===== config.mk =====
export PLATFORM = sky130hd
export DESIGN_NAME = m20k_4096x4_arbiter_flat
export DESIGN_NICKNAME = d
export VERILOG_FILES = /design/src/rtl/m20k_4096x4_arbiter_pkg.sv /design/src/rtl/m20k_4096x4_arbiter_if.sv /design/src/rtl/m20k_4096x4_arbiter_rr_pick2.sv /design/src/rtl/m20k_4096x4_arbiter.sv /design/src/flat_wrapper.sv
export SDC_FILE = /design/constraint.sdc
export NUM_CORES = 1
export LEC_CHECK = 0
export CAP_MARGIN = 20
export CORE_MARGIN = 2
export CORE_UTILIZATION = 50
export DETAILED_ROUTE_END_ITERATION = 10
export DONT_BUFFER_PORTS = 1
export PLACE_DENSITY = 0.66
export SLEW_MARGIN = 10
export SYNTH_ARGS = -nofsm -noshare
export SYNTH_HDL_FRONTEND = slang
export SYNTH_SLANG_ARGS = --single-unit
export TNS_END_PERCENT = 10

===== constraint.sdc =====
create_clock -name CLK -period 4.5 [get_ports CLK]
set_input_delay 0.45 -clock CLK [delete_from_list [all_inputs] [get_ports CLK]]
set_output_delay 0.45 -clock CLK [all_outputs]
set_load 0.02 [all_outputs]

===== src/rtl/m20k_4096x4_arbiter_pkg.sv =====
// Shared types and constants for the dual-port M20K arbiter.
package m20k_4096x4_arbiter_pkg;

    localparam int NREQ_DEF = 4;
    localparam int AW_DEF   = 12;
    localparam int DW_DEF   = 4;

    // Requester index width sized for the largest supported NREQ (8).
    localparam int IDX_W = 3;

    typedef logic [IDX_W-1:0] idx_t;

    // Records which requester a memory port served last cycle, so the
    // registered Q data can be steered back to the right RDATA slot.
    typedef struct packed {
        logic valid;
        idx_t idx;
    } owner_tag_t;

    // Ceiling log2 with a floor of 1 bit, used to size the round-robin pointer.
    function automatic int log2_ceil(input int n);
        int r;
        r = 0;
        for (int i = 0; i < 31; i++) begin
            if ((1 << i) < n) r = i + 1;
        end
        return (r < 1) ? 1 : r;
    endfunction

endpackage


===== src/rtl/m20k_4096x4_arbiter_if.sv =====
// Requester bus plus dual memory-port bus of the M20K arbiter.
interface m20k_4096x4_arbiter_if
    import m20k_4096x4_arbiter_pkg::*;
#(
    parameter int NREQ = NREQ_DEF,
    parameter int AW   = AW_DEF,
    parameter int DW   = DW_DEF
) ();

    logic [NREQ-1:0]    REQ;
    logic [NREQ-1:0]    REQ_WE;
    logic [NREQ*AW-1:0] REQ_ADDR;
    logic [NREQ*DW-1:0] REQ_WDATA;
    logic [NREQ-1:0]    GNT;
    logic [NREQ-1:0]    RVALID;
    logic [NREQ*DW-1:0] RDATA;
    logic [AW-1:0]      A0;
    logic [AW-1:0]      A1;
    logic [DW-1:0]      D0;
    logic [DW-1:0]      D1;
    logic               CE0;
    logic               CE1;
    logic               WE0;
    logic               WE1;
    logic [DW-1:0]      Q0;
    logic [DW-1:0]      Q1;

    // The arbiter side.
    modport slave (
        input  REQ, REQ_WE, REQ_ADDR, REQ_WDATA, Q0, Q1,
        output GNT, RVALID, RDATA, A0, A1, D0, D1, CE0, CE1, WE0, WE1
    );

    // Requesters and the RAM together.
    modport master (
        output REQ, REQ_WE, REQ_ADDR, REQ_WDATA, Q0, Q1,
        input  GNT, RVALID, RDATA, A0, A1, D0, D1, CE0, CE1, WE0, WE1
    );

endinterface


===== src/rtl/m20k_4096x4_arbiter_rr_pick2.sv =====
// Combinational two-winner round-robin picker: scans from ptr upward
// (wrapping) and reports the first and second active requesters.
module m20k_4096x4_arbiter_rr_pick2
    import m20k_4096x4_arbiter_pkg::*;
#(
    parameter  int NREQ = NREQ_DEF,
    localparam int PW   = log2_ceil(NREQ)
) (
    input  logic [NREQ-1:0] req,
    input  logic [PW-1:0]   ptr,
    output logic            first_vld,
    output idx_t            first_idx,
    output logic            second_vld,
    output idx_t            second_idx
);

    // Walk the requesters in priority order starting at ptr.
    always_comb begin
        int              idx;
        logic [NREQ-1:0] sh;
        // NOTE: every output gets a default before any conditional update,
        // otherwise paths that skip an assignment infer latches.
        first_vld  = 1'b0;
        first_idx  = '0;
        second_vld = 1'b0;
        second_idx = '0;
        idx        = 0;
        sh         = '0;
        for (int k = 0; k < NREQ; k++) begin
            idx = int'(ptr) + k;
            if (idx >= NREQ) idx = idx - NREQ;
            sh = req >> idx;
            if (sh[0]) begin
                if (!first_vld) begin
                    first_vld = 1'b1;
                    first_idx = idx_t'(idx);
                end else if (!second_vld) begin
                    second_vld = 1'b1;
                    second_idx = idx_t'(idx);
                end
            end
        end
    end

endmodule


===== src/rtl/m20k_4096x4_arbiter.sv =====
// Arbitrates NREQ requesters onto the two ports of an M20K RAM: up to two
// grants per cycle, round-robin fairness, same-address write conflicts
// serialised, and read data steered back one cycle later via owner tags.
module m20k_4096x4_arbiter
    import m20k_4096x4_arbiter_pkg::*;
#(
    parameter int NREQ = NREQ_DEF,
    parameter int AW   = AW_DEF,
    parameter int DW   = DW_DEF
) (
    input logic                   CLK,
    input logic                   RSTN,
    m20k_4096x4_arbiter_if.slave  bus
);

    localparam int PW = log2_ceil(NREQ);

    logic [PW-1:0]   ptr;
    logic [PW-1:0]   ptr_nxt;
    logic            first_vld;
    logic            second_vld;
    idx_t            first_idx;
    idx_t            second_idx;
    logic [NREQ-1:0] sel_a;
    logic [NREQ-1:0] sel_b;
    logic [AW-1:0]   addr_a;
    logic [AW-1:0]   addr_b;
    logic [DW-1:0]   wd_a;
    logic [DW-1:0]   wd_b;
    logic            we_a;
    logic            we_b;
    logic            conflict;
    logic            gnt_a;
    logic            gnt_b;
    owner_tag_t      tag0;
    owner_tag_t      tag1;

    m20k_4096x4_arbiter_rr_pick2 #(.NREQ(NREQ)) u_pick (
        .req        (bus.REQ),
        .ptr        (ptr),
        .first_vld  (first_vld),
        .first_idx  (first_idx),
        .second_vld (second_vld),
        .second_idx (second_idx)
    );

    // Unpack the two candidates' request fields.
    assign sel_a  = NREQ'(1) << first_idx;
    assign sel_b  = NREQ'(1) << second_idx;
    assign addr_a = AW'(bus.REQ_ADDR >> (int'(first_idx) * AW));
    assign addr_b = AW'(bus.REQ_ADDR >> (int'(second_idx) * AW));
    assign wd_a   = DW'(bus.REQ_WDATA >> (int'(first_idx) * DW));
    assign wd_b   = DW'(bus.REQ_WDATA >> (int'(second_idx) * DW));
    assign we_a   = |(bus.REQ_WE & sel_a);
    assign we_b   = |(bus.REQ_WE & sel_b);

    // Same address with any write would hit undefined mixed-port RAM
    // behaviour, so the second candidate waits a cycle.
    assign conflict = first_vld && second_vld && (addr_a == addr_b) && (we_a || we_b);

    // Grants are suppressed while reset is held so nothing reaches the RAM.
    assign gnt_a = RSTN && first_vld;
    assign gnt_b = RSTN && second_vld && !conflict;

    // Pointer moves just past the last requester granted this cycle.
    always_comb begin
        int n;
        n       = 0;
        ptr_nxt = ptr;
        if (gnt_b) begin
            n       = int'(second_idx) + 1;
            if (n >= NREQ) n = 0;
            ptr_nxt = PW'(n);
        end else if (gnt_a) begin
            n       = int'(first_idx) + 1;
            if (n >= NREQ) n = 0;
            ptr_nxt = PW'(n);
        end
    end

    // Drive grants and both memory ports; idle ports stay fully zero.
    always_comb begin
        bus.GNT = '0;
        bus.CE0 = 1'b0;
        bus.WE0 = 1'b0;
        bus.A0  = '0;
        bus.D0  = '0;
        bus.CE1 = 1'b0;
        bus.WE1 = 1'b0;
        bus.A1  = '0;
        bus.D1  = '0;
        if (gnt_a) begin
            bus.CE0 = 1'b1;
            bus.WE0 = we_a;
            bus.A0  = addr_a;
            bus.D0  = wd_a;
        end
        if (gnt_b) begin
            bus.CE1 = 1'b1;
            bus.WE1 = we_b;
            bus.A1  = addr_b;
            bus.D1  = wd_b;
        end
        bus.GNT = (gnt_a ? sel_a : '0) | (gnt_b ? sel_b : '0);
    end

    // Round-robin pointer and per-port owner tags for reads in flight.
    always_ff @(posedge CLK or negedge RSTN) begin
        if (!RSTN) begin
            ptr  <= '0;
            tag0 <= '0;
            tag1 <= '0;
        end else begin
            // NOTE: state registers use non-blocking assignments so every
            // flop samples pre-edge values regardless of statement order.
            ptr  <= ptr_nxt;
            tag0 <= '{valid: gnt_a && !we_a, idx: first_idx};
            tag1 <= '{valid: gnt_b && !we_b, idx: second_idx};
        end
    end

    // Steer each port's read data to the slot named by its owner tag.
    always_comb begin
        bus.RVALID = '0;
        bus.RDATA  = '0;
        for (int i = 0; i < NREQ; i++) begin
            if (tag0.valid && tag0.idx == idx_t'(i)) begin
                bus.RVALID[i]         = 1'b1;
                bus.RDATA[i*DW +: DW] = bus.Q0;
            end else if (tag1.valid && tag1.idx == idx_t'(i)) begin
                bus.RVALID[i]         = 1'b1;
                bus.RDATA[i*DW +: DW] = bus.Q1;
            end
        end
    end

endmodule


===== src/flat_wrapper.sv =====
// flat-port wrapper written by rule: the top's interface ports become plain ports
module m20k_4096x4_arbiter_flat import m20k_4096x4_arbiter_pkg::*;
#(
    parameter int NREQ = NREQ_DEF,
    parameter int AW   = AW_DEF,
    parameter int DW   = DW_DEF
)
  (CLK, RSTN, bus_REQ, bus_REQ_WE, bus_REQ_ADDR, bus_REQ_WDATA, bus_Q0, bus_Q1, bus_GNT, bus_RVALID, bus_RDATA, bus_A0, bus_A1, bus_D0, bus_D1, bus_CE0, bus_CE1, bus_WE0, bus_WE1);
  m20k_4096x4_arbiter_if #(.NREQ(NREQ), .AW(AW), .DW(DW)) bus_i ();
  input logic CLK;
  input logic RSTN;
  input wire logic [$bits(bus_i.REQ)-1:0] bus_REQ;
  input wire logic [$bits(bus_i.REQ_WE)-1:0] bus_REQ_WE;
  input wire logic [$bits(bus_i.REQ_ADDR)-1:0] bus_REQ_ADDR;
  input wire logic [$bits(bus_i.REQ_WDATA)-1:0] bus_REQ_WDATA;
  input wire logic [$bits(bus_i.Q0)-1:0] bus_Q0;
  input wire logic [$bits(bus_i.Q1)-1:0] bus_Q1;
  output wire logic [$bits(bus_i.GNT)-1:0] bus_GNT;
  output wire logic [$bits(bus_i.RVALID)-1:0] bus_RVALID;
  output wire logic [$bits(bus_i.RDATA)-1:0] bus_RDATA;
  output wire logic [$bits(bus_i.A0)-1:0] bus_A0;
  output wire logic [$bits(bus_i.A1)-1:0] bus_A1;
  output wire logic [$bits(bus_i.D0)-1:0] bus_D0;
  output wire logic [$bits(bus_i.D1)-1:0] bus_D1;
  output wire logic [$bits(bus_i.CE0)-1:0] bus_CE0;
  output wire logic [$bits(bus_i.CE1)-1:0] bus_CE1;
  output wire logic [$bits(bus_i.WE0)-1:0] bus_WE0;
  output wire logic [$bits(bus_i.WE1)-1:0] bus_WE1;
  assign bus_i.REQ = bus_REQ;
  assign bus_i.REQ_WE = bus_REQ_WE;
  assign bus_i.REQ_ADDR = bus_REQ_ADDR;
  assign bus_i.REQ_WDATA = bus_REQ_WDATA;
  assign bus_i.Q0 = bus_Q0;
  assign bus_i.Q1 = bus_Q1;
  assign bus_GNT = bus_i.GNT;
  assign bus_RVALID = bus_i.RVALID;
  assign bus_RDATA = bus_i.RDATA;
  assign bus_A0 = bus_i.A0;
  assign bus_A1 = bus_i.A1;
  assign bus_D0 = bus_i.D0;
  assign bus_D1 = bus_i.D1;
  assign bus_CE0 = bus_i.CE0;
  assign bus_CE1 = bus_i.CE1;
  assign bus_WE0 = bus_i.WE0;
  assign bus_WE1 = bus_i.WE1;
  m20k_4096x4_arbiter #(.NREQ(NREQ), .AW(AW), .DW(DW)) u_core (.CLK(CLK), .RSTN(RSTN), .bus(bus_i));
endmodule

# Yosys cells after proc, flatten, opt, wreduce, memory -nomap -nowiden
# Cells that the tools add are included.
[classes] n_shift=10 n_mux=59 reduce_logical=25 bitwise=3 n_mul=2 magnitude_cmp=6 eq_ne=7 addsub=9
[ops] cell="32-bit two-way mux" n=4
[ops] cell="4-bit by 32-bit right shift with 1-bit output" n=4
[ops] cell="48-bit by 32-bit right shift with 12-bit output" n=2
[ops] cell="4-bit two-way mux" n=12
[ops] cell="3-bit two-way mux" n=15
[ops] cell="16-bit by 5-bit right shift with 4-bit output" n=2
[ops] cell="12-bit two-way mux" n=2
[ops] cell="1-bit two-way mux" n=22
[ops] cell="1-bit logical AND" n=16
[ops] cell="12-bit == test" n=1
[ops] cell="3-bit by 2-bit == test with 1-bit output, second input constant" n=4
[ops] cell="3-bit by 3-bit subtractor with 4-bit output, second input constant" n=3
[ops] cell="3-bit by 2-bit multiplier with 5-bit output, second input constant" n=2
[ops] cell="3-bit greater-or-equal comparator, second input constant" n=3
[ops] cell="3-bit by 1-bit adder with 4-bit output, second input constant" n=2
[ops] cell="4-bit AND" n=2
[ops] cell="4-bit by 3-bit greater-or-equal comparator with 1-bit output, second input constant" n=2
[ops] cell="2-bit two-way mux" n=4
[ops] cell="4-bit OR reduction" n=2
[ops] cell="1-bit by 3-bit left shift with 4-bit output, first input constant" n=2
[ops] cell="2-bit by 2-bit adder with 3-bit output, second input constant" n=2
[ops] cell="3-bit by 1-bit == test with 1-bit output, second input constant" n=2
[ops] cell="3-bit zero test" n=2
[ops] cell="4-bit OR" n=1
[ops] cell="6 further kinds" n=8
[totals] regBits=10 out_inout_bits=60 wordCells=126 inputBits=82

# Longest topological paths before layout
[depth] depth_word=21 mapped_depth=23 depth_no_buf=16

# Cells and area by module
# Synthesis repeated with hierarchy kept, for this count alone.
[hier_totals] hier_cells=293 hier_area_um2=2737.6
[modules_own_cells] mod="m20k_4096x4_arbiter" seq_area_each_um2=250.2 instances=1 area_per_inst_um2=2125.8 cells_per_inst=216
[modules_own_cells] mod="m20k_4096x4_arbiter_rr_pick2" seq_area_each_um2=0.0 instances=1 area_per_inst_um2=611.8 cells_per_inst=77

# Worst setup path after synthesis
# OpenSTA, ideal clock, no wires.
[synth_path] kind="reg-to-output" from="register u_core.ptr[0]" to="output bus_A1[0]" required_ps=4050 stages_incl_launch_ff=23 n_path_buf=6 t_arrival_ps=4609 setup_slack_ps=-559 path_cell_list="dfrtp_1 buf_2 buf_2 inv_1 ha_1 buf_2 mux2_4 and3_1 buf_2 o21ai_0 a31oi_1 o21ai_2 buf_6 buf_2 inv_1 ha_1 ha_1 a22oi_1 nand2_1 o221ai_1 or3_1 nor2_2 nor3b_1"
[synth_via] elab_cells_between_ends=63 cone_classes="add/sub: 7; mul: 2; order compare: 4; eq/ne: 1; shift: 8; mux: 30; bitwise: 2; reduce/logical: 9"
[synth_lines] element="start, declared" line_no="m20k_4096x4_arbiter.sv:18" rtl="logic [PW-1:0] ptr;"
[synth_lines] element="start signal, assigned" line_no="m20k_4096x4_arbiter.sv:116" rtl="ptr <= ptr_nxt;"
[synth_lines] element="parallel branches: the longest is 9 deep, another holds 3-bit by 3-bit subtractor with 4-bit output"
[synth_lines] element="3-bit two-way mux (*)" line_no="m20k_4096x4_arbiter_rr_pick2.sv:33" rtl="if (sh[0]) begin"
[synth_lines] element="named net u_core.first_idx[0]" line_no="m20k_4096x4_arbiter.sv:22" rtl="idx_t first_idx;"
[synth_lines] element="3-bit by 2-bit multiplier with 5-bit output / 1-bit by 3-bit left shift with 4-bit output (equally long branches)" line_no="m20k_4096x4_arbiter.sv:50, m20k_4096x4_arbiter.sv:48"
[synth_lines] element="48-bit by 32-bit right shift with 12-bit output / 4-bit AND (equally long branches)" line_no="m20k_4096x4_arbiter.sv:50, m20k_4096x4_arbiter.sv:54"
[synth_lines] element="12-bit == test / 4-bit OR reduction (equally long branches)" line_no="m20k_4096x4_arbiter.sv:59, m20k_4096x4_arbiter.sv:54"
[synth_lines] element="1-bit logical AND / 1-bit logical OR (equally long branches)" line_no="m20k_4096x4_arbiter.sv:59" rtl="assign conflict = first_vld && second_vld && (addr_a == addr_b) && (we_a || we_b);"
[synth_lines] element="1-bit logical AND (*)" line_no="m20k_4096x4_arbiter.sv:59"
[synth_lines] element="1-bit zero test (*)" line_no="m20k_4096x4_arbiter.sv:63" rtl="assign gnt_b = RSTN && second_vld && !conflict;"
[synth_lines] element="1-bit logical AND (*)" line_no="m20k_4096x4_arbiter.sv:63"
[synth_lines] element="12-bit two-way mux (*)" line_no="m20k_4096x4_arbiter.sv:98" rtl="if (gnt_b) begin"
[synth_lines] element="end, declared" line_no="flat_wrapper.sv:22" rtl="output wire logic [$bits(bus_i.A1)-1:0] bus_A1;"
# Mark *: on every way through the listed nets, which the timed path passes.

# Worst setup path in the final report
[layout_path] from="register u_core.ptr[1]" to="output bus_GNT[3]"
[layout_via] elab_chain_cells=21 elab_cells_between_ends=66 cone_classes="add/sub: 7; mul: 2; order compare: 4; eq/ne: 1; shift: 8; mux: 31; bitwise: 3; reduce/logical: 10"
[layout_rtl] element="parallel branches: the longest is 20 deep, another holds 3-bit by 2-bit multiplier with 5-bit output"
[layout_rtl] element="4-bit OR (*)" line_no="m20k_4096x4_arbiter.sv:104" rtl="bus.GNT = (gnt_a ? sel_a : '0) | (gnt_b ? sel_b : '0);"
[layout_rtl] element="end, declared" line_no="flat_wrapper.sv:18" rtl="output wire logic [$bits(bus_i.GNT)-1:0] bus_GNT;"
# Mark *: on every way between the ends.

==> flow_metrics.py <==
metrics = {
    "job": {
        "cap_violations": 0,
    },
    "global_routing": {
        "gr-usage-all-layers": 0.247,
        "grt_pass1_vias": 2954,
        "grt_max_degree": 32,
        "grt_pass1_wl_um": 13500,
        "overflow": 0,
        "antenna_found_initial": 0,
    },
    "cells_and_area": {
        "diodes": 0,
        "syn2layout_area_growth_pct": 30.1,
        "layout-drive-gt1-share": 0.346,
        "final_nets": 526,
    },
    "yosys": {
        "synth_area_um2": 3100,
        "synth.distinct_cells": 64,
        "syn_inst": 384,
        "yosys_warnings": 0,
        "synth_top_area_share": 0.152,
        "ys_async_sr_fraction": 1.00,
        "ys_seq_elements": 10,
        "synth_edf_count": 0,
        "yosys_most_used_dff": "dfrtp_1",
        "yosys.area.top_type": "mux2i_1",
        "postSynthAreaPerCell_um2": 8.07,
        "seq_area_frac_synth": 0.0807,
        "yosys-top-cells-area": "mux2i_1, dfrtp_1, ha_1, mux4_2, a22o_1",
    },
    "sta": {
        "post-route-min-period_ns": 4.38,
        "worst_hold_slack_ns": 0.468,
        "max_freq_ghz": 0.228,
        "fin_skew_ns": 0.00466,
        "relSlewSlack": 0.478,
        "setup_ws_ns": 0.118,
        "final-setup-viol-count": 0,
        "min_period_over_period": 0.974,
        "worstMarginPinSlew_ns": 0.782,
        "drv_slew": 0,
        "rsz0062_at_grt": "yes",
        "final_hold_viol_count": 0,
    },
    "placed_design": {
        "hpwl_um": 7130,
        "portBuffers": 0,
        "dp_worst_setup_slack_ns": 0.0834,
        "gp_congestion": 0.887,
    },
    "setup_path": {
        "required_ns": 4.05,
        "cp-endpoint": "bus_GNT[3]",
        "end_kind": "primary output",
        "rr_worst_depth": 14,
        "cp-start-kind": "flop",
        "crit_start": "u_core.ptr[1]",
        "crit_type": "reg2out",
        "worstPathMaxFanout": 11,
        "r2r_end": "u_core.ptr[0]",
        "critPathArrivalTime_ns": 3.93,
        "reg2reg_slack_ns": 0.55,
        "r2r-start": "u_core.ptr[1]",
    },
    "hold_path": {
        "hp-class": "in2reg",
        "hold_depth": 3,
    },
    "floorplan": {
        "die-area_um2": 6840,
        "rows": 28,
        "start_util": 0.520,
        "coreArea_um2": 5960,
        "die_height_um": 82.7,
        "die_x_um": 82.7,
        "io_pins": 142,
    },
    "detailed_routing": {
        "first_pass_iters": 4,
        "ant_nets": 0,
        "drt_iter0_markers": 119,
        "viasPerCell": 6.59,
        "routedWlPerCell_um": 19.5,
        "num_vias": 3296,
        "wirelength_um": 9770,
        "drc_errors": 0,
    },
    "cts": {
        "clock-sinks": 10,
        "cts_buffers": 3,
        "cts_buffer_depth": 2,
        "cts_root_buf": "clkbuf_8",
        "worstSkewPairLatency_ns": 0.23,
        "htreeDepth": 1,
        "clk_pin_slew_ns": 0.05,
        "cts_tree": "done",
    },
    "status": {
        "status": "finished clean",
    },
}
critical path: stages (launching register included):
cell and delay, ns:
dfrtp_1 0.35, buf_6 0.15, mux4_2 0.60, ha_1 0.32, o21ai_1 0.14, a31oi_1 0.13
o21ai_2 0.24, buf_4 0.23, mux2i_2 0.26, xnor2_1 0.15, nand4_1 0.16, or3_4 0.45
o21bai_4 0.27, buf_12 0.18, o21ai_4 0.08
layer usage:
layer,vias to the layer above,part of all wire,global-route usage,routed length [um]
met5,-,0,0,0
met2,155,0.52,0.446,5080
met4,0,0.0037,0.0426,36
met1,1593,0.40,0.320,3920
li1,1542,-,-,-
met3,6,0.075,0.0272,734
state kept, by name, summed over array words and instances, names as in the netlist:
signal,count
u_core.ptr,2
u_core.tag0,4
u_core.tag1,4
final cells by class:
class / count / area [um^2]
fill: 500 / 1920
clock buffer: 3 / 41.3
tap: 75 / 93.8
inverter: 29 / 111
multi-input combinational: 318 / 2930
timing repair buffer: 65 / 606
sequential: 10 / 251
worst min path at each step:
stage | start | endpoint | slack, ns
finish | bus_REQ_WE[3] | u_core.tag0[3] | 0.47
global route | bus_REQ_WE[3] | u_core.tag1[3] | 0.47
CTS | bus_REQ_WE[3] | u_core.tag0[3] | 0.45
detailed placement | RSTN | u_core.tag0[0] | 0.15
global placement | RSTN | u_core.tag0[0] | 0.15
floorplan | RSTN | u_core.ptr[0] | 0.15
placed cells by master (no fill, tap or decap), types with 3 or more instances in the layout:
| cell type | count |
|---|---|
| nor2_4 | 3 |
| nor2b_1 | 10 |
| a311oi_2 | 3 |
| and3_1 | 3 |
| conb_1 | 4 |
| o21ai_0 | 4 |
| a32oi_1 | 16 |
| nand3_1 | 4 |
| mux2i_2 | 3 |
| xor2_1 | 5 |
| buf_6 | 6 |
| nand2_1 | 22 |
| a31oi_1 | 4 |
| or3_1 | 3 |
| mux4_2 | 9 |
| a22o_1 | 17 |
| dfrtp_1 | 9 |
| nor3_2 | 3 |
| o21ai_4 | 4 |
| a21oi_1 | 8 |
| a211oi_1 | 4 |
| a22oi_2 | 3 |
| nor3b_2 | 10 |
| inv_1 | 26 |
| buf_4 | 51 |
| a311oi_1 | 9 |
| mux2i_1 | 43 |
| nor2_1 | 12 |
| nand2b_1 | 5 |
| o21ai_2 | 3 |
| mux2_2 | 5 |
| clkbuf_8 | 3 |
| and2_1 | 16 |
| xnor2_1 | 8 |
| buf_12 | 6 |
| nand4b_1 | 3 |
| a41oi_1 | 4 |
| ha_1 | 14 |
| nor3_1 | 3 |
cells by family (layout without fill, tap and decap cells):
logic type	Yosys count	in the layout	share of synthesized area
XOR/XNOR	13	13	0.0367
AO/OA/AOI/OAI	105	105	0.268
multiplexers	62	62	0.240
other	2	4	0.00242
buffers and inverters	60	97	0.0896
flip-flops	10	10	0.0807
AND/OR/NAND/NOR	115	117	0.213
adder cells (fa/ha/maj)	17	17	0.0686
through the flow:
step / util / cell area (um^2) / TNS [ns] / std cells
2_1_floorplan: - / 3350 / 0 / 386
3_3_place_gp: 0.607 / 3620 / 0 / 471
3_5_place_dp: 0.607 / 3620 / 0 / 471
4_1_cts: 0.637 / 3790 / 0 / 486
5_1_grt: 0.677 / 4030 / -0.944 / 500
6_report: 0.677 / 4030 / 0 / 500
synthesized netlist by cell type (2+ instances only):
library cell,n
mux2i_1,47
inv_1,28
nand2_1,24
a22o_1,17
and2_1,17
ha_1,17
a32oi_1,16
nor2_1,14
a311oi_1,12
buf_2,12
nor3b_1,12
clkbuf_1,11
nor2b_1,11
dfrtp_1,10
a21oi_1,9
mux4_2,9
xnor2_1,8
nand2b_1,6
o21ai_0,6
o21ai_1,6
a211oi_1,5
a41oi_1,5
mux2_2,5
nor3_1,5
xor2_1,5
a22oi_1,4
a31oi_1,4
and3_1,4
buf_6,4
nand3_1,4
or3_1,4
nand4b_1,3
a21o_1,2
buf_1,2
buf_4,2
conb_1,2
nand4_1,2
o22ai_1,2
o311a_1,2
o31ai_1,2
timing repair:
| action | in CTS | in global routing |
|---|---|---|
| gates cloned | 0 | 3 |
| pin swaps | 5 | 16 |
| setup buffers | 11 | 11 |
| hold buffers | 1 | 0 |
| setup endpoints to repair | 22 | 22 |
| resized for setup | 6 | 25 |
| endpoints found under the hold margin | 10 | 0 |
Power is not shown: default switching activity piles up to over one toggle a cycle in this logic, so the estimate is an artifact.
